## config.mk

```make
export PLATFORM = sky130hd
export DESIGN_NAME = cp0_exc_sequencer_flat
export DESIGN_NICKNAME = d
export VERILOG_FILES = /design/src/rtl/cp0_exc_sequencer_if.sv /design/src/rtl/cp0_exc_sequencer.sv /design/src/flat_wrapper.sv
export SDC_FILE = /design/constraint.sdc
export NUM_CORES = 1
export LEC_CHECK = 0
export ABC_CLOCK_PERIOD_IN_PS = 4700
export CORE_ASPECT_RATIO = 1.4
export CORE_UTILIZATION = 55
export CTS_BUF_LIST = sky130_fd_sc_hd__clkbuf_4 sky130_fd_sc_hd__clkbuf_8 sky130_fd_sc_hd__clkbuf_16
export CTS_CLUSTER_DIAMETER = 120
export DETAILED_ROUTE_END_ITERATION = 10
export DONT_BUFFER_PORTS = 1
export PLACE_DENSITY = 0.7
export SYNTH_ARGS = -nofsm -noshare
export SYNTH_HDL_FRONTEND = slang
export SYNTH_SLANG_ARGS = --single-unit
```

## constraint.sdc

```tcl
create_clock -name clk -period 4.7 [get_ports clk]
set_input_delay 0.94 -clock clk [delete_from_list [all_inputs] [get_ports clk]]
set_output_delay 0.94 -clock clk [all_outputs]
set_load 0.005 [all_outputs]
```

## src/rtl/cp0_exc_sequencer_if.sv

```systemverilog
// Bus between the writeback stage / CP0 and the exception entry sequencer.
// master drives pipeline and Status inputs; slave is the sequencer itself.
interface cp0_exc_sequencer_if;
  logic [4:0]  hw_int;
  logic        timer_int;
  logic [1:0]  sw_int;
  logic [7:0]  int_mask;
  logic        int_enable;
  logic        exc_level;
  logic        wb_valid;
  logic [31:0] wb_pc;
  logic        wb_bd;
  logic        wb_exc;
  logic [4:0]  wb_cause;
  logic [31:0] wb_badva;

  logic        flush;
  logic        e_enter;
  logic [4:0]  cause;
  logic [31:0] epc;
  logic [31:0] bad_va;
  logic        delay_slot;
  logic [7:0]  pending;
  logic        busy;

  modport master (
    output hw_int, timer_int, sw_int, int_mask, int_enable, exc_level,
           wb_valid, wb_pc, wb_bd, wb_exc, wb_cause, wb_badva,
    input  flush, e_enter, cause, epc, bad_va, delay_slot, pending, busy
  );

  modport slave (
    input  hw_int, timer_int, sw_int, int_mask, int_enable, exc_level,
           wb_valid, wb_pc, wb_bd, wb_exc, wb_cause, wb_badva,
    output flush, e_enter, cause, epc, bad_va, delay_slot, pending, busy
  );
endinterface

```

## src/rtl/cp0_exc_sequencer.sv

```systemverilog
// CP0 exception entry sequencer: prioritise interrupts/exceptions at writeback,
// capture context, flush, pulse E_ENTER. Define CP0_INT_SYNC_EN to synchronise HW_INT.
module cp0_exc_sequencer #(
  parameter int unsigned FLUSH_CYCLES = 2
) (
  input logic               clk,
  input logic               rst_n,
  cp0_exc_sequencer_if.slave bus
);

  localparam int unsigned CNT_W   = 4;
  localparam int unsigned CAUSE_W = 5;
  localparam int unsigned XLEN    = 32;

  typedef enum logic [1:0] {
    ST_RUN    = 2'd0,
    ST_FLUSH  = 2'd1,
    ST_ENTER  = 2'd2,
    ST_SETTLE = 2'd3
  } state_t;

  typedef struct packed {
    logic [CAUSE_W-1:0] cause;
    logic [XLEN-1:0]    epc;
    logic [XLEN-1:0]    bad_va;
    logic               delay_slot;
  } exc_ctx_t;

  state_t          state_q;
  logic [CNT_W-1:0] cnt_q;
  exc_ctx_t        ctx_q;
  logic            flush_q;
  logic            e_enter_q;
  logic            busy_q;

  logic [4:0]      hw_int_q;
  logic [7:0]      pending_c;
  logic            int_req_c;
  logic            take_c;
  logic [XLEN-1:0] epc_c;

`ifdef CP0_INT_SYNC_EN
  logic [4:0] hw_meta_q;

  // Two-flop synchroniser for the asynchronous interrupt lines
  always_ff @(posedge clk or negedge rst_n) begin
    if (!rst_n) begin
      hw_meta_q <= '0;
      hw_int_q  <= '0;
    end else begin
      hw_meta_q <= bus.hw_int;
      hw_int_q  <= hw_meta_q;
    end
  end
`else
  assign hw_int_q = bus.hw_int;
`endif

  assign pending_c = {bus.timer_int, hw_int_q, bus.sw_int};
  assign int_req_c = (|(pending_c & bus.int_mask)) & bus.int_enable & ~bus.exc_level;
  assign take_c    = (state_q == ST_RUN) & bus.wb_valid & (bus.wb_exc | int_req_c);
  assign epc_c     = bus.wb_bd ? (bus.wb_pc - XLEN'(4)) : bus.wb_pc;

  // Sequencer FSM with registered outputs and context capture on take
  always_ff @(posedge clk or negedge rst_n) begin
    if (!rst_n) begin
      state_q   <= ST_RUN;
      cnt_q     <= '0;
      ctx_q     <= '0;
      flush_q   <= 1'b0;
      e_enter_q <= 1'b0;
      busy_q    <= 1'b0;
    end else begin
      case (state_q)
        ST_RUN: begin
          if (take_c) begin
            state_q              <= ST_FLUSH;
            cnt_q                <= CNT_W'(FLUSH_CYCLES - 1);
            flush_q              <= 1'b1;
            busy_q               <= 1'b1;
            ctx_q.epc            <= epc_c;
            ctx_q.delay_slot     <= bus.wb_bd;
            // Synchronous exception wins; interrupts report ExcCode 0 and keep BadVA
            if (bus.wb_exc) begin
              ctx_q.cause        <= bus.wb_cause;
              ctx_q.bad_va       <= bus.wb_badva;
            end else begin
              ctx_q.cause        <= CAUSE_W'(0);
            end
          end
        end
        ST_FLUSH: begin
          if (cnt_q == CNT_W'(0)) begin
            state_q   <= ST_ENTER;
            e_enter_q <= 1'b1;
          end else begin
            cnt_q     <= cnt_q - CNT_W'(1);
          end
        end
        ST_ENTER: begin
          state_q   <= ST_SETTLE;
          e_enter_q <= 1'b0;
          flush_q   <= 1'b0;
        end
        ST_SETTLE: begin
          // Hold off re-entry until CP0 has raised EXL
          if (bus.exc_level) begin
            state_q <= ST_RUN;
            busy_q  <= 1'b0;
          end
        end
        default: begin
          state_q   <= ST_RUN;
          flush_q   <= 1'b0;
          e_enter_q <= 1'b0;
          busy_q    <= 1'b0;
        end
      endcase
    end
  end

  // Flush is combinational in the take cycle so writeback cannot commit
  assign bus.flush      = take_c | flush_q;
  assign bus.e_enter    = e_enter_q;
  assign bus.busy       = busy_q;
  assign bus.cause      = ctx_q.cause;
  assign bus.epc        = ctx_q.epc;
  assign bus.bad_va     = ctx_q.bad_va;
  assign bus.delay_slot = ctx_q.delay_slot;
  assign bus.pending    = pending_c;

endmodule
```

## src/flat_wrapper.sv

```systemverilog
// flat-port wrapper written by rule: the top's interface ports become plain ports
module cp0_exc_sequencer_flat 
#(
  parameter int unsigned FLUSH_CYCLES = 2
)
  (clk, rst_n, bus_hw_int, bus_timer_int, bus_sw_int, bus_int_mask, bus_int_enable, bus_exc_level, bus_wb_valid, bus_wb_pc, bus_wb_bd, bus_wb_exc, bus_wb_cause, bus_wb_badva, bus_flush, bus_e_enter, bus_cause, bus_epc, bus_bad_va, bus_delay_slot, bus_pending, bus_busy);
  cp0_exc_sequencer_if bus_i ();
  input logic clk;
  input logic rst_n;
  input wire logic [$bits(bus_i.hw_int)-1:0] bus_hw_int;
  input wire logic [$bits(bus_i.timer_int)-1:0] bus_timer_int;
  input wire logic [$bits(bus_i.sw_int)-1:0] bus_sw_int;
  input wire logic [$bits(bus_i.int_mask)-1:0] bus_int_mask;
  input wire logic [$bits(bus_i.int_enable)-1:0] bus_int_enable;
  input wire logic [$bits(bus_i.exc_level)-1:0] bus_exc_level;
  input wire logic [$bits(bus_i.wb_valid)-1:0] bus_wb_valid;
  input wire logic [$bits(bus_i.wb_pc)-1:0] bus_wb_pc;
  input wire logic [$bits(bus_i.wb_bd)-1:0] bus_wb_bd;
  input wire logic [$bits(bus_i.wb_exc)-1:0] bus_wb_exc;
  input wire logic [$bits(bus_i.wb_cause)-1:0] bus_wb_cause;
  input wire logic [$bits(bus_i.wb_badva)-1:0] bus_wb_badva;
  output wire logic [$bits(bus_i.flush)-1:0] bus_flush;
  output wire logic [$bits(bus_i.e_enter)-1:0] bus_e_enter;
  output wire logic [$bits(bus_i.cause)-1:0] bus_cause;
  output wire logic [$bits(bus_i.epc)-1:0] bus_epc;
  output wire logic [$bits(bus_i.bad_va)-1:0] bus_bad_va;
  output wire logic [$bits(bus_i.delay_slot)-1:0] bus_delay_slot;
  output wire logic [$bits(bus_i.pending)-1:0] bus_pending;
  output wire logic [$bits(bus_i.busy)-1:0] bus_busy;
  assign bus_i.hw_int = bus_hw_int;
  assign bus_i.timer_int = bus_timer_int;
  assign bus_i.sw_int = bus_sw_int;
  assign bus_i.int_mask = bus_int_mask;
  assign bus_i.int_enable = bus_int_enable;
  assign bus_i.exc_level = bus_exc_level;
  assign bus_i.wb_valid = bus_wb_valid;
  assign bus_i.wb_pc = bus_wb_pc;
  assign bus_i.wb_bd = bus_wb_bd;
  assign bus_i.wb_exc = bus_wb_exc;
  assign bus_i.wb_cause = bus_wb_cause;
  assign bus_i.wb_badva = bus_wb_badva;
  assign bus_flush = bus_i.flush;
  assign bus_e_enter = bus_i.e_enter;
  assign bus_cause = bus_i.cause;
  assign bus_epc = bus_i.epc;
  assign bus_bad_va = bus_i.bad_va;
  assign bus_delay_slot = bus_i.delay_slot;
  assign bus_pending = bus_i.pending;
  assign bus_busy = bus_i.busy;
  cp0_exc_sequencer #(.FLUSH_CYCLES(FLUSH_CYCLES)) u_core (.clk(clk), .rst_n(rst_n), .bus(bus_i));
endmodule
```

# --- Yosys cells after proc, flatten, opt, wreduce, memory -nomap -nowiden ---
# Index checks and enable logic that the tools add are counted.
# W data, S select, Z words.
word_totals:
  input_bits: 92
  ff_bits: 79
  out_inout_bits: 81
classes:
  n_bitwise: 8
  muxes: 15
  add_sub_neg: 2
  n_eq_ne: 7
  n_reduce_logical: 14
ops:
  columns: ["op", "count"]
  rows:
  - ["$mux W32", 1]
  - ["$sub A32 B3 Y32 const B", 1]
  - ["$reduce_and A3 Y1", 4]
  - ["$and A8 B8 Y8", 1]
  - ["$mux W4", 2]
  - ["$pmux W2 S4", 1]
  - ["$pmux W4 S2", 1]
  - ["$reduce_bool A2 Y1", 4]
  - ["$reduce_or A8 Y1", 1]
  - ["$mux W2", 3]
  - ["$pmux W1 S2", 3]
  - ["$reduce_and A2 Y1", 3]
  - ["$mux W5", 1]
  - ["$and A1 B1 Y1", 4]
  - ["$eq A2 B2 Y1 const B", 2]
  - ["$logic_not A4 Y1", 1]
  - ["$ne A2 B1 Y1 const B", 2]
  - ["$ne A2 B2 Y1 const B", 2]
  - ["$sub A4 B1 Y4 const B", 1]
  - ["$mux W1", 3]
  - ["$eq A2 B1 Y1 const B", 1]
  - ["$logic_not A2 Y1", 1]
  - ["$or A1 B1 Y1", 2]
  - ["$not A1 Y1", 1]

# --- Longest topological paths before layout ---
depth:
  word_depth: 8
  depth_mapped: 8

# --- Worst setup path before layout ---
# OpenSTA, ideal clock, no wires.
synth_timing:
  kind: "input-to-output"
  startpoint: "input bus_wb_valid"
  endpoint: "output bus_flush"
  t_arrival_ns: 1.664
  t_required_ns: 3.760
  setup_slack_ns: 2.096
  n_path_buf: 1
  path_stages: 3
  cell_sequence: "and3_1 -> clkbuf_1 -> or3_1"
synth_between:
  elab_chain_len: 3
synth_rtl:
  columns: ["element", "line_no", "rtl"]
  rows:
  - ["from (decl)", "flat_wrapper.sv:16", "input wire logic [$bits(bus_i.wb_valid)-1:0] bus_wb_valid;"]
  - ["$and A1 B1 Y1 (2 in series)", "cp0_exc_sequencer.sv:61", "assign take_c = (state_q == ST_RUN) & bus.wb_valid & (bus.wb_exc | int_req_c);"]
  - ["$or A1 B1 Y1", "cp0_exc_sequencer.sv:123", "assign bus.flush = take_c | flush_q;"]
  - ["to (decl)", "flat_wrapper.sv:22", "output wire logic [$bits(bus_i.flush)-1:0] bus_flush;"]
# Every way passes these cells.

# --- Final worst setup path ---
layout_timing:
  startpoint: "register u_core.state_q[0]"
  endpoint: "output bus_flush"
layout_between:
  elab_chain_len: 4
layout_rtl:
  columns: ["element", "line_no", "rtl"]
  rows:
  - ["from (decl)", "cp0_exc_sequencer.sv:29", "state_t state_q;"]
  - ["from (signal assigned)", "cp0_exc_sequencer.sv:67", "state_q <= ST_RUN;"]
  - ["from (signal assigned)", "cp0_exc_sequencer.sv:77", "state_q <= ST_FLUSH;"]
  - ["from (signal assigned)", "cp0_exc_sequencer.sv:94", "state_q <= ST_ENTER;"]
  - ["$logic_not A2 Y1", "cp0_exc_sequencer.sv:61", null]
  - ["$and A1 B1 Y1 (2 in series)", "cp0_exc_sequencer.sv:61", null]
  - ["$or A1 B1 Y1", "cp0_exc_sequencer.sv:123", null]
# Every way passes these cells.

==> out/results.ini <==
[detailed_routing]
antenna_left=0
drt-vias-per-instance=5.805
route.detailed.drc=0
totalWireLength_mm=7.678
route.vias.total=2560
wl_per_cell_um=17.41
drt_iter0_drc=147
drt_pass1_iterations=4

[critical_path]
worstSetupEndpointType=output pin
crit_fanout=37
critical_path_class=reg -> out
cp-start-kind=flop
worstPathRequired_ns=3.76
worstPathArrival_ns=1.99

[sta]
skew_ns=0.01008
max_clock_freq_ghz=0.3417
hold_viol=0
fin_setup_tns_ns=0
holdWs_ns=0.2855
rsz0062_at_grt=no
timing.final.crit_period_ns=2.927
fin_crit_sh=0.6227
slew_headroom=0.3081
tightest_slew_ns=1.035
setup_viol=0
finalMaxSlewViolations=0

[cells_and_area]
fin_nets=442
n_antenna_cell=0
drive_gt1_frac=0.1862
area_growth_pct=4.917

[clock_network]
clock_latency_ns=0.34
cts_tree=built
htree_levels=3
cts.sinks=79
ctsLongestPathBuffers=2
cts_hold_buf=0
cts_setup_buffers=0
cts_resized=0
root_buffer=clkbuf_8
clk_pin_slew_ns=0.08
cts_buffers=9

[power_and_ir_drop]
p_leak_nw=1.715
ir_drop_mv=0.2966
power.density_nw_per_um2=559.6

[global_routing]
grt_pass1_vias=2432
grt_usage=0.2123
antenna_found_initial=0
grt_max_degree=80
grt_overflow_total=0
grt_pass1_wl_mm=11.70

[floorplan]
die_w_um=72.64
fp.dieH_um=100.9
dieArea_um2=7329
io_pins=173
coreArea_um2=6656
initial_core_util=0.5773
rows=35

[synth]
synth_ff_type=dfrtp_1
syn_area_um2=3842
synth_fp_nets=451
postSynthCellCount=353
synth_cell_types=44
yosys_warnings=0
synth_edf_count=0
ys_seq_area_frac=0.5145
synthArstFlopShare=1.000
ys_seq_elements=79
avgSynthCellArea_um2=10.89

[placed_design]
gp_congestion=0.7653
io_buffer_count=0
dp_hpwl_mm=5.691

[status]
outcome=finished clean

[min_path]
hold_path.class=in -> async

[run]
cap_violations=0

[final cells by class]
type | instances | area, um2
well taps | 92 | 115.1
multi-input cells | 244 | 1719
clock buffers | 9 | 123.9
fillers | 569 | 2625
repair buffers | 1 | 7.507
inverters | 9 | 33.78
flip-flops and latches | 79 | 1977
clock inverters | 7 | 55.05
[logic make-up (layout without fill, tap and decap cells)]
kind of cell    Yosys count  count (layout)  synth area share
compound gates           51              51           0.07848
buf+inv                  30              26           0.04005
mux                      34              34           0.09964
simple gates            126             126            0.1863
flops                    79              79            0.5145
xor+xnor                 27              27           0.06154
fa+ha+maj                 6               6           0.01954
[sequential cells by signal (all words and copies together) (netlist names)]
name                   flops
u_core.flush_q             1
u_core.bus.delay_slot      1
u_core.state_q             2
u_core.cnt_q               4
u_core.bus.epc            32
u_core.bus.e_enter         1
u_core.bus.cause           5
u_core.bus.busy            1
u_core.bus.bad_va         32
[layout by cell type (no fill, tap or decap), types with 2 or more instances in the layout]
cell         n
clkinvlp_4   2
or3_1        4
ha_1         6
inv_6        2
inv_1        9
o221ai_1     2
nor3_1       6
a21oi_1      7
o21ai_1      2
o21ai_0     26
a22oi_1      4
dfrtp_1     79
xor2_1       5
mux2_2      34
clkinv_4     2
a22o_1       2
or2_2        3
nor2_1      19
nand3_1      7
a31oi_1      3
xnor2_1     22
nor4_1       9
nand2_1     55
clkbuf_8     9
nor4_4       5
nand3b_1     4
[power breakdown]
group / switching (mW) / total, mW / internal (mW)
combinational: 0.273 / 0.553 / 0.280
clock: 0.253 / 0.449 / 0.196
sequential: 0.253 / 1.25 / 1.00
total: 0.779 / 2.26 / 1.48
[per-stage QoR]
step	worst slack (ns)	total power [mW]	util	cell area, um2	cells
6_report	1.773	2.256	0.6056	4031	441
5_1_grt	1.602	2.431	0.6056	4031	441
4_1_cts	1.747	2.290	0.6056	4031	441
3_5_place_dp	1.875	1.838	0.5788	3852	425
3_3_place_gp	1.903	1.796	0.5788	3852	425
2_1_floorplan	2.096	1.670	-	3842	353
[routing by layer]
layer | vias to the layer above | track usage | routed length (um)
met5 | - | 0 | 0
li1 | 1207 | - | -
met4 | 0 | 0.07843 | 142
met2 | 111 | 0.3559 | 3956
met1 | 1231 | 0.2430 | 2950
met3 | 11 | 0.08300 | 628
[cell usage after synthesis (2+ instances only)]
library cell / number / area share
a21oi_1: 7 / 0.0091
a22o_1: 2 / 0.0046
a22oi_1: 4 / 0.0078
a31oi_1: 3 / 0.0049
buf_4: 9 / 0.018
clkbuf_1: 10 / 0.0098
dfrtp_1: 79 / 0.51
ha_1: 6 / 0.020
inv_1: 9 / 0.0088
mux2_2: 34 / 0.10
nand2_1: 55 / 0.054
nand3_1: 7 / 0.0091
nand3b_1: 4 / 0.0078
nor2_1: 20 / 0.020
nor3_1: 6 / 0.0078
nor4_1: 9 / 0.015
nor4_4: 5 / 0.028
o21ai_0: 26 / 0.034
o21ai_1: 2 / 0.0026
o221ai_1: 2 / 0.0046
or2_2: 3 / 0.0049
or3_1: 4 / 0.0065
xnor2_1: 22 / 0.050
xor2_1: 5 / 0.011
[worst max-delay path, cell delays in order, from the launching register on]
cell and delay (ns):
dfrtp_1 0.40, inv_1 0.09, ha_1 0.27, and3_1 0.17
buf_4 0.27, or3_1 0.45
[worst paths after layout]
path | from | to | slack, ns | depth (start not counted)
max | u_core.state_q[0] | bus_flush | 1.77 | 5
min | rst_n | u_core.bus.bad_va[15] | 0.29 | 0
max reg2reg | u_core.state_q[0] | u_core.bus.epc[21] | 2.25 | 6
min reg2reg | u_core.bus.cause[3] | u_core.bus.cause[3] | 0.50 | 2
max in group asynchronous | rst_n | u_core.bus.epc[19] | 4.32 | 0
min in group clk | u_core.bus.cause[3] | u_core.bus.cause[3] | 0.50 | 2
No activity file was read; power rests on OpenSTA's default activity.
